==> src/rtl/frame_config_pkg.sv <==
// Shared types and constants for the frame configuration writer.
// State encoding plus CRC-8 polynomial and seed.
package frame_config_pkg;

    typedef enum logic [2:0] {
        IDLE,
        LOAD,
        SETUP,
        STROBE,
        HOLD,
        DONE,
        CHECK
    } state_t;

    localparam logic [7:0] CRC8_POLY = 8'h07;
    localparam logic [7:0] CRC8_INIT = 8'h00;

endpackage

==> src/rtl/frame_config_writer_if.sv <==
// Configuration word stream: {address, data} words with valid/ready.
// The loader is the master, the writer is the slave.
interface frame_config_writer_if #(
    parameter int ADDR_WIDTH = 8
);

    logic                  s_valid;
    logic                  s_ready;
    logic [ADDR_WIDTH:0]   s_word;

    modport master (
        output s_valid,
        output s_word,
        input  s_ready
    );

    modport slave (
        input  s_valid,
        input  s_word,
        output s_ready
    );

endinterface

==> src/rtl/frame_config_crc8.sv <==
// Combinational CRC-8 step over one W-bit word, MSB first.
// Used only when FRAME_CONFIG_WRITER_CRC_EN is defined.
module frame_config_crc8
    import frame_config_pkg::*;
#(
    parameter int W = 9
) (
    input  logic [7:0]   crc_in,
    input  logic [W-1:0] word,
    output logic [7:0]   crc_out
);

    logic [7:0] c;

    always_comb begin
        c = crc_in;
        for (int i = W - 1; i >= 0; i--) begin
            if (c[7] ^ word[i]) begin
                c = {c[6:0], 1'b0} ^ CRC8_POLY;
            end else begin
                c = {c[6:0], 1'b0};
            end
        end
        crc_out = c;
    end

endmodule

==> src/rtl/frame_config_writer.sv <==
// Drives address/data_in/enable, one configuration bit per stream word.
// Optional trailer CRC check with FRAME_CONFIG_WRITER_CRC_EN.
module frame_config_writer
    import frame_config_pkg::*;
#(
    parameter int ADDR_WIDTH   = 8,
    parameter int CNT_WIDTH    = 16,
    parameter int SETUP_CYCLES = 1,
    parameter int HOLD_CYCLES  = 1
) (
    input  logic                  prog_clk,
    input  logic                  reset,
    input  logic                  start,
    input  logic [CNT_WIDTH-1:0]  bit_count,
    frame_config_writer_if.slave  s,
    output logic [ADDR_WIDTH-1:0] address,
    output logic                  data_in,
    output logic                  enable,
    output logic                  busy,
`ifdef FRAME_CONFIG_WRITER_CRC_EN
    output logic                  crc_err,
`endif
    output logic                  done
);

`ifdef FRAME_CONFIG_WRITER_CRC_EN
    localparam state_t LAST_ST = CHECK;
`else
    localparam state_t LAST_ST = DONE;
`endif

    state_t               state, state_n;
    logic [3:0]           dly;
    logic [CNT_WIDTH-1:0] cnt;
    logic                 s_ready_q;
    logic                 s_ready_d, enable_d, busy_d, done_d;
    logic                 accept, start_ok;
    logic                 setup_end, hold_end, last_word;

    assign s.s_ready = s_ready_q;
    assign accept    = s.s_valid && s_ready_q;
    assign start_ok  = start && (state == IDLE || state == DONE);
    assign setup_end = (dly == 4'(SETUP_CYCLES - 1));
    assign hold_end  = (dly == 4'(HOLD_CYCLES - 1));
    assign last_word = (cnt == CNT_WIDTH'(1));

    // Outputs are registered from the next state so they align with it.
    always_ff @(posedge prog_clk) begin
        if (reset) begin
            state     <= IDLE;
            dly       <= '0;
            cnt       <= '0;
            s_ready_q <= 1'b0;
            enable    <= 1'b0;
            busy      <= 1'b0;
            done      <= 1'b0;
            address   <= '0;
            data_in   <= 1'b0;
        end else begin
            state     <= state_n;
            dly       <= (state_n == state) ? dly + 4'd1 : 4'd0;
            s_ready_q <= s_ready_d;
            enable    <= enable_d;
            busy      <= busy_d;
            done      <= done_d;
            if (start_ok) begin
                cnt <= bit_count;
            end else if (state == HOLD && hold_end) begin
                cnt <= cnt - CNT_WIDTH'(1);
            end
            if (accept && state == LOAD) begin
                address <= s.s_word[ADDR_WIDTH:1];
                data_in <= s.s_word[0];
            end
        end
    end

    always_comb begin
        state_n = state;
        unique case (state)
            IDLE, DONE: begin
                if (start) begin
                    state_n = (bit_count == '0) ? DONE : LOAD;
                end
            end
            LOAD:    if (accept) state_n = SETUP;
            SETUP:   if (setup_end) state_n = STROBE;
            STROBE:  state_n = HOLD;
            HOLD: begin
                if (hold_end) begin
                    state_n = last_word ? LAST_ST : LOAD;
                end
            end
            CHECK:   if (accept) state_n = DONE;
            default: state_n = IDLE;
        endcase
    end

    always_comb begin
        s_ready_d = (state_n == LOAD) || (state_n == CHECK);
        enable_d  = (state_n == STROBE);
        done_d    = (state_n == DONE);
        busy_d    = !((state_n == IDLE) || (state_n == DONE));
    end

`ifdef FRAME_CONFIG_WRITER_CRC_EN
    logic [7:0] crc, crc_n;

    frame_config_crc8 #(
        .W (ADDR_WIDTH + 1)
    ) u_crc (
        .crc_in  (crc),
        .word    (s.s_word),
        .crc_out (crc_n)
    );

    // Only data words feed the CRC; the trailer is compared against it.
    always_ff @(posedge prog_clk) begin
        if (reset) begin
            crc     <= CRC8_INIT;
            crc_err <= 1'b0;
        end else if (start_ok) begin
            crc     <= CRC8_INIT;
            crc_err <= 1'b0;
        end else if (accept && state == LOAD) begin
            crc     <= crc_n;
        end else if (accept && state == CHECK) begin
            crc_err <= (s.s_word[7:0] != crc);
        end
    end
`endif

endmodule

==> src/flat_wrapper.sv <==
// flat-port wrapper written by rule: the top's interface ports become plain ports
module frame_config_writer_flat import frame_config_pkg::*;
#(
    parameter int ADDR_WIDTH   = 8,
    parameter int CNT_WIDTH    = 16,
    parameter int SETUP_CYCLES = 1,
    parameter int HOLD_CYCLES  = 1
)
  (prog_clk, reset, start, bit_count, address, data_in, enable, busy, done, s_s_valid, s_s_word, s_s_ready);
  frame_config_writer_if #(.ADDR_WIDTH(ADDR_WIDTH)) s_i ();
  input  logic prog_clk;
  input  logic reset;
  input  logic start;
  input  logic [CNT_WIDTH-1:0] bit_count;
  output logic [ADDR_WIDTH-1:0] address;
  output logic data_in;
  output logic enable;
  output logic busy;
  output logic done;
  input wire logic [$bits(s_i.s_valid)-1:0] s_s_valid;
  input wire logic [$bits(s_i.s_word)-1:0] s_s_word;
  output wire logic [$bits(s_i.s_ready)-1:0] s_s_ready;
  assign s_i.s_valid = s_s_valid;
  assign s_i.s_word = s_s_word;
  assign s_s_ready = s_i.s_ready;
  frame_config_writer #(.ADDR_WIDTH(ADDR_WIDTH), .CNT_WIDTH(CNT_WIDTH), .SETUP_CYCLES(SETUP_CYCLES), .HOLD_CYCLES(HOLD_CYCLES)) u_core (.prog_clk(prog_clk), .reset(reset), .start(start), .bit_count(bit_count), .s(s_i), .address(address), .data_in(data_in), .enable(enable), .busy(busy), .done(done));
endmodule
==> config.mk <==
export PLATFORM = sky130hd
export DESIGN_NAME = frame_config_writer_flat
export DESIGN_NICKNAME = d
export VERILOG_FILES = /design/src/rtl/frame_config_pkg.sv /design/src/rtl/frame_config_writer_if.sv /design/src/rtl/frame_config_crc8.sv /design/src/rtl/frame_config_writer.sv /design/src/flat_wrapper.sv
export SDC_FILE = /design/constraint.sdc
export NUM_CORES = 1
export LEC_CHECK = 0
export BUFFER_PORTS_ARGS = -buffer_cell sky130_fd_sc_hd__buf_2
export CAP_MARGIN = 20
export CELL_PAD_IN_SITES_DETAIL_PLACEMENT = 1
export CELL_PAD_IN_SITES_GLOBAL_PLACEMENT = 1
export CORE_UTILIZATION = 39
export DETAILED_ROUTE_END_ITERATION = 10
export GPL_ROUTABILITY_DRIVEN = 0
export PLACE_DENSITY_LB_ADDON = 0.1
export REMOVE_ABC_BUFFERS = 1
export SLEW_MARGIN = 20
export SYNTH_ARGS = -nofsm -noshare
export SYNTH_HDL_FRONTEND = slang
export SYNTH_HIERARCHICAL = 1
export SYNTH_SLANG_ARGS = --single-unit
==> constraint.sdc <==
create_clock -name prog_clk -period 2.55 [get_ports prog_clk]
set_input_delay 0.3825 -clock prog_clk [delete_from_list [all_inputs] [get_ports prog_clk]]
set_output_delay 0.3825 -clock prog_clk [all_outputs]
set_load 0.02 [all_outputs]
* Word level (Yosys, flattened, before mapping)
Cells that the tools add are included.
Word-level totals: memory bits (read-only) 0, word-level logic and storage cells 49, output and inout port bits 13, memories 0, register bits after elaboration 36, bits in latches 0, RAM bits 0
Operators by class: bitwise gates (word level) 1, multipliers 0, divide/modulo/power cells 0, reduce and logical (&&, ||, !) cells 15, $lt $le $gt $ge 0, $add $sub $neg 2, eq/ne operators 12, shift operators 0, muxes and demuxes 10
Operator list (number):
- $mux W16 | 2
- $mux W3 | 7
- $pmux W3 S6 | 1
- $eq A16 B1 Y1 const B | 1
- $logic_not A16 Y1 | 1
- $sub A16 B1 Y16 const B | 1
- $eq A3 B3 Y1 const B | 5
- $eq A3 B2 Y1 const B | 3
- $eq A3 B1 Y1 const B | 2
- $logic_not A3 Y1 | 2
- $add A4 B1 Y4 const B | 1
- $logic_and A1 B1 Y1 | 4
- $logic_not A4 Y1 | 1
- $reduce_or A2 Y1 | 2
- $eq A3 B3 Y1 | 1
- $logic_or A1 B1 Y1 | 3
- $reduce_bool A2 Y1 | 1
- $logic_not A1 Y1 | 1
- $not A1 Y1 | 1

* Logic depth before layout (Yosys ltp)
depth in word-level cells 7, mapped depth 8, gate-level depth less buffers 7

* Worst setup path before layout
No wires, ideal clock.
kind reg-to-reg, start point register u_core.dly[0], end point register u_core.cnt[11], path slack 0.509 ns, cell stages (with the launch flop) 9, library setup time 0.074 ns, arrival 1.967 ns, path through dfxtp_1 -> inv_1 -> ha_1 -> or3b_1 -> buf_6 -> nor4_4 -> nand3_2 -> or4_1 -> a31oi_1
Between the ends: longest elaborated chain between the ends 3
Ends and longest elaborated chain:
- start, declared | line frame_config_writer.sv:33 | logic [3:0] dly;
- start signal, assigned | line frame_config_writer.sv:61 | dly <= (state_n == state) ? dly + 4'd1 : 4'd0;
- $logic_not A4 Y1 | line frame_config_writer.sv:44 | assign hold_end = (dly == 4'(HOLD_CYCLES - 1));
- $logic_and A1 B1 Y1 | line frame_config_writer.sv:68 | end else if (state == HOLD && hold_end) begin
- $reduce_bool A2 Y1 (no source line)
- end signal, assigned | line frame_config_writer.sv:67 | cnt <= bit_count;
- end signal, assigned | line frame_config_writer.sv:69 | cnt <= cnt - CNT_WIDTH'(1);
- end, declared | line frame_config_writer.sv:34 | logic [CNT_WIDTH-1:0] cnt;
Every way passes these cells. A chain may end at the register's enable or synchronous reset.

* Worst setup path after layout
Ends and elaborated chain as after synthesis.

==> impl_metrics.csv <==
group,metric,value,unit
run_status,status,"completed",
min_path,hold_start,"s_s_word[1]",
timing,fin_crit_sh,83.9,%
timing,period_needed,2.14,ns
detailed_routing,drt_pass1_iterations,6,
clock_network,cts_root_buf,"clkbuf_8",
global_route,grt_pass1_vias,1686,
pwr,swShare,32.8,%
placement,port_buffers,41,
die,start_util,41.4,%
timing,fmax,467,MHz
die,core_area,4470,um2
clock_network,htree_levels,2,
setup_path,critPathTopFamily,"simple AND/OR/NAND/NOR gates",
finish,seq_area,721,um2
placement,preCtsSetupSlack,0.396,ns
clock_network,clkSlewWorstSetupHoldPaths,0.08,ns
min_path,hold_class,"in -> reg",
timing,fin_tns_setup,0,ns
pwr,vdd_drop_max,0.000272,V
finish,multi_input_area,1050,um2
global_route,grt_max_degree,32,
clock_network,cts_tree,"done",
logic_synthesis,synth_edf_count,0,
logic_synthesis,yosysWarnings,6,
finish,fin_nets,289,
clock_network,cts_sinks,36,
detailed_routing,drc,0,
setup_path,end_kind,"flop",
detailed_routing,vias,1733,
min_path,holdPathStages,3,
setup_path,crit_path_top_delay_cell,"or3b_1",
logic_synthesis,yosys.area.top_type_share,38.9,%
pwr,leakage,0.884,nW
logic_synthesis,syn_area,1850,um2
logic_synthesis,synth.ff_latch_count,36,
setup_path,path_buf_inv,1,
clock_network,ctsResizeCount,0,
timing,finalHoldViolCount,0,
setup_path,cp_cell_sequence,"inv_1 -> ha_1 -> or3b_1 -> nor4_4 -> nand3_2 -> or4_1 -> a31oi_1",
pwr,power_switching,0.459,mW
timing,rsz0062_at_grt,"no",
clock_network,clock_latency,0.29,ns
die,io_pins,42,
clock_network,holdBufCountCts,0,
setup_path,r2r_slack,0.41,ns
pwr,power.density,638,nW/um2
flow_run,drv.max_cap_violation_count,0,
logic_synthesis,yosys.area.top_type,"dfxtp_1",
finish,nFillCells,558,
finish,syn_to_final_growth,18.4,%
setup_path,r2r-start,"u_core/dly[0]$_SDFF_PP0_",
global_route,antenna_found_initial,0,
setup_path,cp.arrival,2.35,ns
setup_path,slowest_delay,0.48,ns
timing,slew_headroom,60.1,%
logic_synthesis,synth-async-reset-ratio,0,%
die,die-area,5030,um2
detailed_routing,wl_per_cell,14.8,um
setup_path,r2r_cells,7,
min_path,whs_endpoint,"u_core/address[0]$_SDFFE_PP0P_",
timing,hold_slack,0.328,ns
placement,hpwl,3350,um
timing,setup_ws,0.410,ns
finish,stdcell_area,2200,um2
setup_path,worstSetupPathType,"reg -> reg",
detailed_routing,drt_wl_total,4580,um
timing,setup-violations-final,0,
logic_synthesis,synth_area_leaders,"dfxtp_1 (39%), nor2_1 (5.3%), mux2i_1 (4.9%), a21oi_1 (2.7%), a31oi_1 (2.7%)",
pwr,pwr-share-clk,28.6,%
pwr,fin_total_pwr,1.40,mW
detailed_routing,vias_per_cell,5.61,
finish,diodes,0,
timing,finClkSkew,0.00436,ns
setup_path,crit_required,2.76,ns
logic_synthesis,synth_flop_cell,"dfxtp_1",
finish,drive_gt1_share,25.3,%
timing,tightest_slew,0.599,ns
pwr,seqPwrFrac,47.0,%
logic_synthesis,synth_commonest_cells,"dfxtp_1 (36), nor2_1 (26), nand2_1 (13), a21oi_1 (10)",
die,rows,24,
detailed_routing,antenna_left,0,
setup_path,critPathMaxFanout,6,
logic_synthesis,synthDistinctLibCells,52,
global_route,grtUsageTotal,19.6,%
pwr,p_int,0.942,mW
timing,drv_slew,0,
placement,placed_area,2110,um2
logic_synthesis,avgSynthCellArea,8.62,um2
die,die_w,71.0,um
clock_network,post_cts_buffers,0,
setup_path,reg2reg_to,"u_core/cnt[11]$_SDFFE_PP0P_",
global_route,grt_first_pass_wirelength,7810,um
global_route,overflow,0,
logic_synthesis,yosys.cell_count.top_type,"dfxtp_1",
die,die_h,71.0,um
setup_path,cp-start-kind,"flop",
clock_network,cts_made_buffers,5,
pwr,combPwrFrac,24.4,%
logic_synthesis,ys_seq_area_share,38.9,%
logic_synthesis,synthCells,215,
clock_network,clockBufferDepth,2,
detailed_routing,drt_iter0_markers,82,
[registers in the layout (all words and copies together) (netlist names)]
| name | cells |
|---|---|
| u_core/s.s_ready | 1 |
| u_core/state | 3 |
| u_core/address | 8 |
| u_core/data_in | 1 |
| u_core/enable | 1 |
| u_core/dly | 4 |
| u_core/done | 1 |
| u_core/busy | 1 |
| u_core/cnt | 16 |
[cells by family (layout without fill, tap and decap cells)]
logic type      after synthesis  in the layout  share of synthesized area (%)
xor+xnor                      5              5                           2.36
mux                          10             10                           5.47
flops                        36             36                           38.9
buf+inv                      20             62                           4.86
compound gates               50             50                           19.4
fa+ha+maj                     4              4                           2.70
simple gates                 90             90                           26.3
[layout by cell type (no fill, tap or decap), types with 2 or more instances in the layout]
master / synthesis / final
a211o_1: 2 / 2
a211oi_1: 5 / 5
a21oi_1: 10 / 10
a22oi_1: 2 / 2
a2bb2oi_1: 2 / 2
a311o_1: 2 / 2
a31oi_1: 8 / 8
and2_1: 2 / 2
buf_2: 3 / 41
buf_4: 1 / 5
clkbuf_8: 0 / 5
clkinv_2: 0 / 2
dfxtp_1: 36 / 36
ha_1: 4 / 4
inv_1: 8 / 8
mux2i_1: 9 / 9
nand2_1: 13 / 13
nand2b_1: 3 / 3
nand3_1: 9 / 9
nand4_1: 3 / 3
nor2_1: 26 / 26
nor2b_1: 2 / 2
nor3_1: 5 / 5
nor4_1: 6 / 6
o211ai_1: 4 / 4
o21ai_0: 3 / 3
o311ai_0: 4 / 4
or2_2: 4 / 4
or3_1: 4 / 4
or4_1: 3 / 3
xnor2_1: 2 / 2
xor2_1: 3 / 3
[metal layers]
metal	wire length, um	GRT usage (%)
met1	2230	25.5
met2	2130	31.7
met3	185	4.27
met4	27	7.56
met5	0	0
[metrics by stage]
step,utilization (%),std cells
finish,49.1,309
global placement,47.1,301
floorplan,-,203
global route,49.1,309
detailed placement,47.1,301
CTS,49.1,309
[power by group through the flow]
stage          combinational (mW)  clock, mW  sequential, mW
2_1_floorplan               0.220          0           0.675
3_3_place_gp                0.338          0           0.671
3_5_place_dp                0.342          0           0.671
4_1_cts                     0.343      0.419           0.659
5_1_grt                     0.383      0.450           0.668
6_report                    0.342      0.401           0.659
[tightest hold or removal path, cell delays in order]
cell and delay (ns):
buf_2 0.07, mux2i_1 0.05, nor2_1 0.07
[layout make-up]
class                   count  share of cell area, %
repair buffers             46                   11.1
inverters                   8                   1.37
clock inverters             3                  0.855
well taps                  52                   2.96
multi-input cells         159                   47.8
flip-flops and latches     36                   32.8
clock buffers               5                   3.13
[worst max-delay path by stage]
| stage | from | slack, ns | endpoint | depth (start not counted) |
|---|---|---|---|---|
| after detailed placement | bit_count[3] | 0.40 | u_core/dly[3]$_SDFF_PP0_ | 6 |
| after floorplan | u_core/s.s_ready$_SDFF_PP0_ | 0.03 | u_core/address[0]$_SDFFE_PP0P_ | 4 |
| after CTS | u_core/dly[0]$_SDFF_PP0_ | 0.42 | u_core/cnt[11]$_SDFFE_PP0P_ | 7 |
| after global routing | u_core/dly[0]$_SDFF_PP0_ | 0.26 | u_core/s.s_ready$_SDFF_PP0_ | 7 |
| final | u_core/dly[0]$_SDFF_PP0_ | 0.41 | u_core/cnt[11]$_SDFFE_PP0P_ | 7 |
| after global placement | bit_count[3] | 0.41 | u_core/dly[3]$_SDFF_PP0_ | 6 |
(Power assumes the default switching activity.)
